File: src/rtl/seq_shift_add_mult.sv
// Sequential radix-2 shift-add multiplier, one multiplier bit per clock.
// Handles unsigned or two's-complement operands, selected per operation.
module seq_shift_add_mult #(
    parameter int WIDTH = 4
) (
    input  logic                 clk,
    input  logic                 rst_n,
    input  logic                 start,
    input  logic                 signed_mode,
    input  logic [WIDTH-1:0]     a,
    input  logic [WIDTH-1:0]     b,
    output logic                 busy,
    output logic                 done,
    output logic [2*WIDTH-1:0]   product
);
    localparam int PW = 2 * WIDTH;
    localparam int CW = $clog2(WIDTH + 1);

    typedef enum logic [1:0] {IDLE, RUN, DONE} state_t;

    state_t            state_q, state_d;
    logic [PW-1:0]     acc_q, acc_d;
    logic [PW-1:0]     mcand_q, mcand_d;
    logic [PW-1:0]     product_q, product_d;
    logic [WIDTH-1:0]  mplier_q, mplier_d;
    logic [CW-1:0]     cnt_q, cnt_d;
    logic              signed_q, signed_d;
    logic [PW-1:0]     addend;
    logic              last_step;

    always_comb begin
        state_d   = state_q;
        acc_d     = acc_q;
        mcand_d   = mcand_q;
        product_d = product_q;
        mplier_d  = mplier_q;
        cnt_d     = cnt_q;
        signed_d  = signed_q;
        addend    = mplier_q[0] ? mcand_q : '0;
        last_step = (cnt_q == CW'(1));

        case (state_q)
            IDLE, DONE: begin
                if (start) begin
                    mcand_d  = signed_mode ? {{WIDTH{a[WIDTH-1]}}, a} : {{WIDTH{1'b0}}, a};
                    mplier_d = b;
                    signed_d = signed_mode;
                    acc_d    = '0;
                    cnt_d    = CW'(WIDTH);
                    state_d  = RUN;
                end else begin
                    state_d  = IDLE;
                end
            end
            RUN: begin
                // The multiplier MSB carries negative weight in two's complement.
                if (signed_q && last_step) begin
                    acc_d = acc_q - addend;
                end else begin
                    acc_d = acc_q + addend;
                end
                mcand_d  = mcand_q << 1;
                mplier_d = mplier_q >> 1;
                cnt_d    = cnt_q - CW'(1);
                if (last_step) begin
                    product_d = acc_d;
                    state_d   = DONE;
                end
            end
            default: state_d = IDLE;
        endcase
    end

    always_ff @(posedge clk or negedge rst_n) begin
        if (!rst_n) begin
            state_q   <= IDLE;
            acc_q     <= '0;
            mcand_q   <= '0;
            product_q <= '0;
            mplier_q  <= '0;
            cnt_q     <= '0;
            signed_q  <= 1'b0;
        end else begin
            state_q   <= state_d;
            acc_q     <= acc_d;
            mcand_q   <= mcand_d;
            product_q <= product_d;
            mplier_q  <= mplier_d;
            cnt_q     <= cnt_d;
            signed_q  <= signed_d;
        end
    end

    assign busy    = (state_q == RUN);
    assign done    = (state_q == DONE);
    assign product = product_q;

endmodule

File: config.mk
export PLATFORM = sky130hd
export DESIGN_NAME = seq_shift_add_mult
export DESIGN_NICKNAME = d
export VERILOG_FILES = /design/src/rtl/seq_shift_add_mult.sv
export SDC_FILE = /design/constraint.sdc
export NUM_CORES = 1
export LEC_CHECK = 0
export ABC_AREA = 1
export BUFFER_PORTS_ARGS = -buffer_cell sky130_fd_sc_hd__buf_2
export CAP_MARGIN = 10
export CORE_ASPECT_RATIO = 1.25
export CORE_MARGIN = 5
export CORE_UTILIZATION = 52
export CTS_CLUSTER_DIAMETER = 30
export DETAILED_ROUTE_END_ITERATION = 8
export PLACE_DENSITY = 0.75
export SLEW_MARGIN = 20
export SYNTH_ARGS = -nofsm -noshare
export SYNTH_HDL_FRONTEND = slang
export SYNTH_SLANG_ARGS = --single-unit
File: constraint.sdc
create_clock -name clk -period 2.26 [get_ports clk]
set_input_delay 0.339 -clock clk [delete_from_list [all_inputs] [get_ports clk]]
set_output_delay 0.339 -clock clk [all_outputs]
set_load 0.01 [all_outputs]
# Word level (Yosys, flattened, before mapping)
# Index checks and enable logic that the tools add are counted.
[totals]
input_bits = 12
reg_bits = 34
latch_bits = 0
out_inout_bits = 10
wordCells = 36
n_memories = 0
ram_bits = 0
rom_bits = 0
[classes]
shift = 0
eq_ne = 5
bitwise = 0
magnitude_cmp = 0
n_mul = 0
reduce_logical = 7
add_sub_neg = 3
div_mod_pow = 0
n_mux = 14
[ops]
columns = ["cell", "n"]
rows = [
  ["2-to-1 mux 8 bit", 5],
  ["case mux 8 bit (2 select lines)", 2],
  ["adder 8 bit", 1],
  ["case mux 4 bit (2 select lines)", 1],
  ["subtractor 8 bit", 1],
  ["case mux 3 bit (2 select lines)", 1],
  ["AND reduction 2 bit", 3],
  ["2-to-1 mux 4 bit", 1],
  ["case mux 2 bit (2 select lines)", 1],
  ["equality test 3 x 1 -> 1 bit, second input constant", 1],
  ["2-to-1 mux 3 bit", 1],
  ["subtractor 3 x 1 -> 3 bit, second input constant", 1],
  ["equality test 2 x 1 -> 1 bit, second input constant", 1],
  ["equality test 2 bit, second input constant", 1],
  ["zero test 2 bit", 1],
  ["2-to-1 mux 2 bit", 1],
  ["!= test 2 x 1 -> 1 bit, second input constant", 1],
  ["!= test 2 bit, second input constant", 1],
  ["nonzero test 2 bit", 1],
  ["OR reduction 2 bit", 1],
  ["logical AND 1 bit", 1],
  ["2-to-1 mux 1 bit", 1],
]

# Logic depth before layout (Yosys ltp)
# Gate-level depths: netlist of run 1.
[depth]
ltp_word = 4
depth_mapped = 20
depth_no_buf = 20

# Worst setup path after synthesis of run 1
# Ideal clock, no wire load.
[synth_path]
path_kind = "reg-to-reg"
startpoint = "register cnt_q[1]"
endpoint = "register product_q[7], in the netlist product[7]"
path_stages_with_launch = 21
path_buffers = 0
slack_ns = 0.055
synth_period_minus_slack_ns = 2.205
arrival_ns = 2.140
required_time_ns = 2.195
setup_time_ns = 0.065
path_cell_list = "dfrtp_1 inv_1 ha_1 inv_2 nor2_4 nand2_4 nand2_4 o21ai_2 a21oi_2 xor2_1 inv_1 ha_1 nand2_1 inv_1 nand2_1 nand2_1 a21oi_1 nand3_1 nand2_1 nand2_1 nand2_1"
[synth_between]
elab_chain_cells = 3
word_cells_on_any_way = 4
cone_classes = "eq/ne (1); mux (1); reduce/logical (2)"
[synth_rtl]
columns = ["item", "line_no", "rtl"]
rows = [
  ["start, declared", "26", "logic [CW-1:0] cnt_q, cnt_d;"],
  ["start signal, assigned", "89", "cnt_q <= cnt_d;"],
  ["equality test 3 x 1 -> 1 bit (*)", "40", "last_step = (cnt_q == CW'(1));"],
  ["logical AND 1 bit", "57", "if (signed_q && last_step) begin"],
  ["2-to-1 mux 8 bit", "57", ""],
  ["end signal, assigned", "87", "product_q <= product_d;"],
  ["end, declared", "24", "logic [PW-1:0] product_q, product_d;"],
]
# Mark *: on every way between the ends. The rest lies on a longest branch, timed or not.
# A chain may end at the register's enable or synchronous reset.

# Worst setup path in the final report of run 1
[layout_path]
startpoint = "register cnt_q[0]"
endpoint = "register product_q[6], in the netlist product[6]"
# The elaborated chain is that of the path after synthesis.

==> results.json, run 1 <==
{
  "clk_pin_slew_ns": 0.07,
  "grt_pass1_wl_mm": 7.527,
  "dpl.cell_count": 314,
  "nets": 299,
  "dr.pass1.iters": 5,
  "hold_path.class": "in -> async",
  "final_cells": 332,
  "ys_seq_area_share_pct": 42.16,
  "antenna_found_initial": 0,
  "drt_wl_total_mm": 4.401,
  "die_area_sq_um": 5235,
  "final-hold-violation-count": 0,
  "fmax_mhz": 442.1,
  "cts_root_buf": "clkbuf_8",
  "place_congestion": 0.8233,
  "grt_use_met3_pct": 5.352,
  "vias": 1709,
  "finClkSkew_ns": 0.005674,
  "overflow": 0,
  "cts_inserted_buffers": 5,
  "avgRoutedWirePerCell_um": 13.26,
  "crit_type": "reg -> reg",
  "synth_top_area_cell": "dfrtp_1",
  "grt_pass1_vias": 1671,
  "met1_usage_pct": 22.17,
  "crit_path_start_kind": "flop",
  "timing.final.ws_setup_ns": -0.001947,
  "dpl.hpwl_mm": 2.949,
  "syn2layout_area_growth_pct": 25.42,
  "grtUsageMet2_pct": 31.19,
  "htree_num_levels": 2,
  "utilization_pct": 66.88,
  "hold_slack_ns": 0.1091,
  "clockBufferDepth": 2,
  "gr-max-usage-layer": "met2",
  "setup_viol": 1,
  "diodes": 0,
  "ant_nets": 0,
  "cts_hold_buf": 0,
  "drive_gt1_share_pct": 33.81,
  "endpoint_kind": "flop",
  "coreArea_sq_um": 3785,
  "die_w_um": 65.72,
  "tritoncts": "done",
  "pre_cts_ws_ns": -0.05642,
  "yosysTopAreaCellShare_pct": 42.16,
  "failed_checks": "setup timing",
  "die_y_um": 79.65,
  "initial_core_util_pct": 53.32,
  "drc": 0,
  "yosysUniqueCellTypes": 34,
  "rsz0062_at_grt": "true",
  "maxCapViolations": 0,
  "grt_max_degree": 35,
  "syn_avg_cell_area_sq_um": 8.516,
  "critPathRequiredTime_ns": 2.45,
  "synth_cells": 237,
  "min_period_ns": 2.262,
  "port_buffers": 21,
  "grt_use_total_pct": 18.81,
  "ys_warn_count": 0,
  "cts_num_sinks": 34,
  "worst_pin_slew_ns": 0.7431,
  "ys_ff_latch": 34,
  "insertion_delay_ns": 0.29,
  "cp_data_arrival_time_ns": 2.45,
  "path_max_fanout": 5,
  "std_cell_rows": 25,
  "synth_area_sq_um": 2018,
  "post-route-period-util_pct": 100.1,
  "io_pins": 22,
  "synth_nets": 259,
  "max_slew_margin_pct": 50.46,
  "outcome": "finished, violations left",
  "vias_per_cell": 5.148,
  "netlist_top_cells_area": "dfrtp_1 (42%), nand2_1 (13%), ha_1 (5.6%)",
  "first_iter_violations": 110,
  "drv_slew": 0
}
## kinds of logic (layout without fill, tap and decap cells)
| group | Yosys count | in the layout | share of synthesized area [%] |
|---|---|---|---|
| AO/OA/AOI/OAI | 33 | 33 | 10.60 |
| XOR/XNOR | 9 | 9 | 3.906 |
| adder cells (fa/ha/maj) | 10 | 10 | 6.572 |
| buffers and inverters | 35 | 76 | 8.307 |
| flip-flops | 34 | 34 | 42.16 |
| AND/OR/NAND/NOR | 116 | 116 | 28.46 |
## synth_stat cells
library cell / instances
a221oi_1: 4
nor2_8: 2
nand2_2: 2
o211ai_1: 1
a21o_1: 1
inv_4: 2
or2_1: 1
o21ai_0: 7
a21oi_2: 1
buf_2: 1
o21ai_2: 4
nor3_1: 5
nand3_4: 1
a21oi_1: 5
buf_6: 4
inv_1: 25
nand4_1: 2
inv_2: 3
o22ai_1: 2
nand2_4: 5
xnor2_1: 2
a22o_1: 1
o21ai_1: 5
nand2_1: 69
xor2_1: 7
nand3_1: 21
fa_1: 1
nor2_1: 6
a211oi_1: 1
nor2_2: 1
dfrtp_1: 34
a31oi_1: 1
ha_1: 9
nor2_4: 1
## registers in the layout, summed over array words and instances (netlist names)
| register | cells |
|---|---|
| mplier_q | 4 |
| acc_q | 8 |
| cnt_q | 3 |
| signed_q | 1 |
| state_q | 2 |
| mcand_q | 8 |
| product | 8 |
## cell type report
| cell class | instances | area (sq um) |
|---|---|---|
| clock buffer | 8 | 110.1 |
| fill | 320 | 1254 |
| inverter | 30 | 117.6 |
| multi-input combinational | 168 | 1152 |
| sequential | 34 | 850.8 |
| tap | 54 | 67.56 |
| timing repair buffer | 38 | 232.7 |
## critical path: stages, from the launching register on
cell and delay, ns:
dfrtp_1 0.42, ha_4 0.18, buf_4 0.12, nand2_2 0.07, nor2_2 0.05, o21ai_4 0.14, xor2_1 0.24, ha_4 0.26
nand2_1 0.08, inv_1 0.05, nand4_1 0.08, nand3_2 0.08, or2_1 0.25, nand3_1 0.07, nand2_1 0.05
## placed cells by master, fill, tap and decap left out, types with 5 or more instances in the layout
| cell | netlist | layout |
|---|---|---|
| nand2_1 | 69 | 64 |
| dfrtp_1 | 34 | 34 |
| inv_1 | 25 | 22 |
| buf_2 | 1 | 21 |
| nand3_1 | 21 | 18 |
| buf_4 | 0 | 17 |
| nand2_4 | 5 | 8 |
| clkbuf_8 | 0 | 8 |
| xor2_1 | 7 | 7 |
| inv_2 | 3 | 6 |
| o21ai_1 | 5 | 6 |
| o21ai_2 | 4 | 5 |
| nor3_1 | 5 | 5 |
## final timing paths
path / startpoint / endpoint / slack [ns] / cells after the start
worst max register to register: cnt_q[0]$_DFFE_PN0P_ / product[6]$_DFFE_PN0P_ / -0.002 / 14
worst min-delay path: rst_n / mcand_q[7]$_DFFE_PN0P_ / 0.11 / 1
worst min register to register: product[2]$_DFFE_PN0P_ / product[2]$_DFFE_PN0P_ / 0.46 / 2
worst max-delay path: cnt_q[0]$_DFFE_PN0P_ / product[6]$_DFFE_PN0P_ / -0.002 / 14
min in group clk: signed_mode / signed_q$_DFFE_PN0P_ / 0.32 / 3
max in group asynchronous: rst_n / cnt_q[2]$_DFFE_PN0P_ / 1.68 / 1
## per-layer routing
metal / share of wire, % / up-vias
met3: 4.2 / 12
met4: 2.5 / 0
met5: 0 / -
li1: - / 859
met1: 41 / 803
met2: 52 / 35
## what timing repair did
| action | CTS | global route |
|---|---|---|
| setup endpoints to repair | 7 | 9 |
| resized for setup | 15 | 23 |
| pin swaps | 7 | 8 |
| setup buffers | 4 | 6 |
## per-stage QoR
step                       TNS [ns]  instance area, sq um
after floorplan                   0                  2018
after global placement            0                  2193
after detailed placement    -0.2268                  2193
after CTS                 -0.006530                  2401
after global routing         -1.318                  2531
final                     -0.001947                  2531
Power of run 1 is left out: the tool's default activity adds up to more than one toggle a clock period on the data nets, which glitch-free logic cannot reach.
==> inputs of run 2 (changes only) <==
--- a/config.mk
+++ b/config.mk
@@ -7,12 +7,12 @@
 export LEC_CHECK = 0
 export ABC_AREA = 1
 export BUFFER_PORTS_ARGS = -buffer_cell sky130_fd_sc_hd__buf_2
-export CAP_MARGIN = 10
 export CORE_ASPECT_RATIO = 1.25
 export CORE_MARGIN = 5
-export CORE_UTILIZATION = 52
+export CORE_UTILIZATION = 55
 export CTS_CLUSTER_DIAMETER = 30
 export DETAILED_ROUTE_END_ITERATION = 8
+export MAX_ROUTING_LAYER = met4
 export PLACE_DENSITY = 0.75
 export SLEW_MARGIN = 20
 export SYNTH_ARGS = -nofsm -noshare
==> constraint.sdc (replaced) <==
create_clock -name clk -period 2.5 [get_ports clk]
set_input_delay 0.375 -clock clk [delete_from_list [all_inputs] [get_ports clk]]
set_output_delay 0.375 -clock clk [all_outputs]
set_load 0.01 [all_outputs]
==> results.json, run 2 (synthesis results as in run 1) <==
{
  "post-route-period-util_pct": 92.82,
  "tritoncts": "done",
  "grt_max_degree": 35,
  "cts_hold_buf": 0,
  "layout_commonest_cell": "nand2_1",
  "diodes": 0,
  "cts_num_sinks": 34,
  "die_y_um": 77.73,
  "syn2layout_area_growth_pct": 13.76,
  "insertion_delay_ns": 0.29,
  "vias": 1599,
  "drc": 0,
  "grt_pass1_wl_mm": 6.727,
  "dpl.hpwl_mm": 2.904,
  "r2r-start": "cnt_q[1]$_DFFE_PN0P_",
  "startpoint": "cnt_q[1]$_DFFE_PN0P_",
  "maxCapViolations": 0,
  "endpoint_kind": "flop",
  "fmax_mhz": 430.9,
  "place_congestion": 0.7864,
  "die_w_um": 64.18,
  "cp_data_arrival_time_ns": 2.55,
  "hold_slack_ns": 0.1525,
  "cts_root_buf": "clkbuf_8",
  "hold_path.class": "in -> async",
  "outcome": "completed",
  "grt_use_total_pct": 17.61,
  "vias_per_cell": 5.295,
  "final_cell_mix": "nand2_1 (68), dfrtp_1 (34), inv_1 (24)",
  "drive_gt1_share_pct": 23.19,
  "final-hold-violation-count": 0,
  "antenna_found_initial": 0,
  "ctsResizeCount": 0,
  "min_period_ns": 2.321,
  "io_pins": 22,
  "die_area_sq_um": 4988,
  "htree_num_levels": 2,
  "clk_pin_slew_ns": 0.07,
  "fillCellCount": 313,
  "worst_pin_slew_ns": 0.7493,
  "crit_type": "reg -> reg",
  "port_buffers": 21,
  "initial_core_util_pct": 57.44,
  "path_max_fanout": 6,
  "critPathRequiredTime_ns": 2.73,
  "ff2ff_path_depth": 18,
  "drv_slew": 0,
  "crit-reg2reg-capture": "acc_q[5]$_DFFE_PN0P_",
  "coreArea_sq_um": 3513,
  "grt_pass1_vias": 1549,
  "finClkSkew_ns": 0.003187,
  "first_iter_violations": 78,
  "nets": 284,
  "crit_path_start_kind": "flop",
  "setup_viol": 0,
  "ant_nets": 0,
  "r2r_slack_ns": 0.18,
  "max_slew_margin_pct": 50.05,
  "setup.worst_path.end": "acc_q[5]$_DFFE_PN0P_",
  "std_cell_rows": 24,
  "postCtsSetupBuffers": 0,
  "dr.pass1.iters": 4,
  "clockBufferDepth": 2,
  "avgRoutedWirePerCell_um": 13.47,
  "cts_inserted_buffers": 5,
  "drt_wl_total_mm": 4.068,
  "overflow": 0
}
==> run 2: cell types whose count changed in the layout (fill, tap and decap cells not counted), moves of 2 or more <==
cell and delta:
buf_4 -15, nand2_1 +4, a21oi_1 +3, nand2_4 -3, nand3_1 +3, nand3_2 -3, o21ai_0 +3, a21oi_2 -2
inv_1 +2, inv_2 -2
==> run 2: layout make-up <==
type | count | area [sq um] | area share (%)
inverters | 30 | 117.6 | 5.123
clock buffers | 8 | 110.1 | 4.796
well taps | 39 | 48.80 | 2.125
repair buffers | 23 | 120.1 | 5.232
flip-flops and latches | 34 | 850.8 | 37.06
multi-input cells | 168 | 1049 | 45.67
==> run 2: critical path: stages, from the launching register on <==
cell,delay [ns]
dfrtp_1,0.38
inv_2,0.09
ha_4,0.14
inv_2,0.04
nor2_4,0.11
nand2_4,0.09
nand2_1,0.09
nand3_1,0.06
o21ai_0,0.09
inv_1,0.07
ha_2,0.38
nand3_1,0.11
nand2_2,0.14
nand2_1,0.08
nor2_2,0.11
nor2_1,0.05
nand2_1,0.08
nand3_1,0.08
nand2_1,0.06
==> run 2: per-stage QoR <==
step,TNS (ns),setup WS (ns),utilization (%),std cells,instance area (sq um)
after detailed placement,0,0.07089,60.83,294,2137
after floorplan,0,0.2950,-,237,2018
after global routing,-0.07053,-0.01948,65.35,302,2296
after CTS,0,0.05233,63.96,302,2247
final,0,0.1795,65.35,302,2296
after global placement,0,0.1872,60.83,294,2137
==> run 2: worst min path at each step <==
stage,start,to
4_1_cts,rst_n,acc_q[0]$_DFFE_PN0P_
2_1_floorplan,rst_n,acc_q[0]$_DFFE_PN0P_
3_5_place_dp,product[2]$_DFFE_PN0P_,product[2]$_DFFE_PN0P_
5_1_grt,rst_n,acc_q[0]$_DFFE_PN0P_
6_report,rst_n,acc_q[0]$_DFFE_PN0P_
3_3_place_gp,product[2]$_DFFE_PN0P_,product[2]$_DFFE_PN0P_
==> run 2: per-layer routing <==
layer,global-route usage (%),share of wire [%],up-vias
met2,28.57,48,46
li1,-,-,822
met1,19.67,45,720
met5,-,0,-
met3,4.624,4.3,11
met4,9.165,2.7,0
Power of run 2 is left out for the same reason.
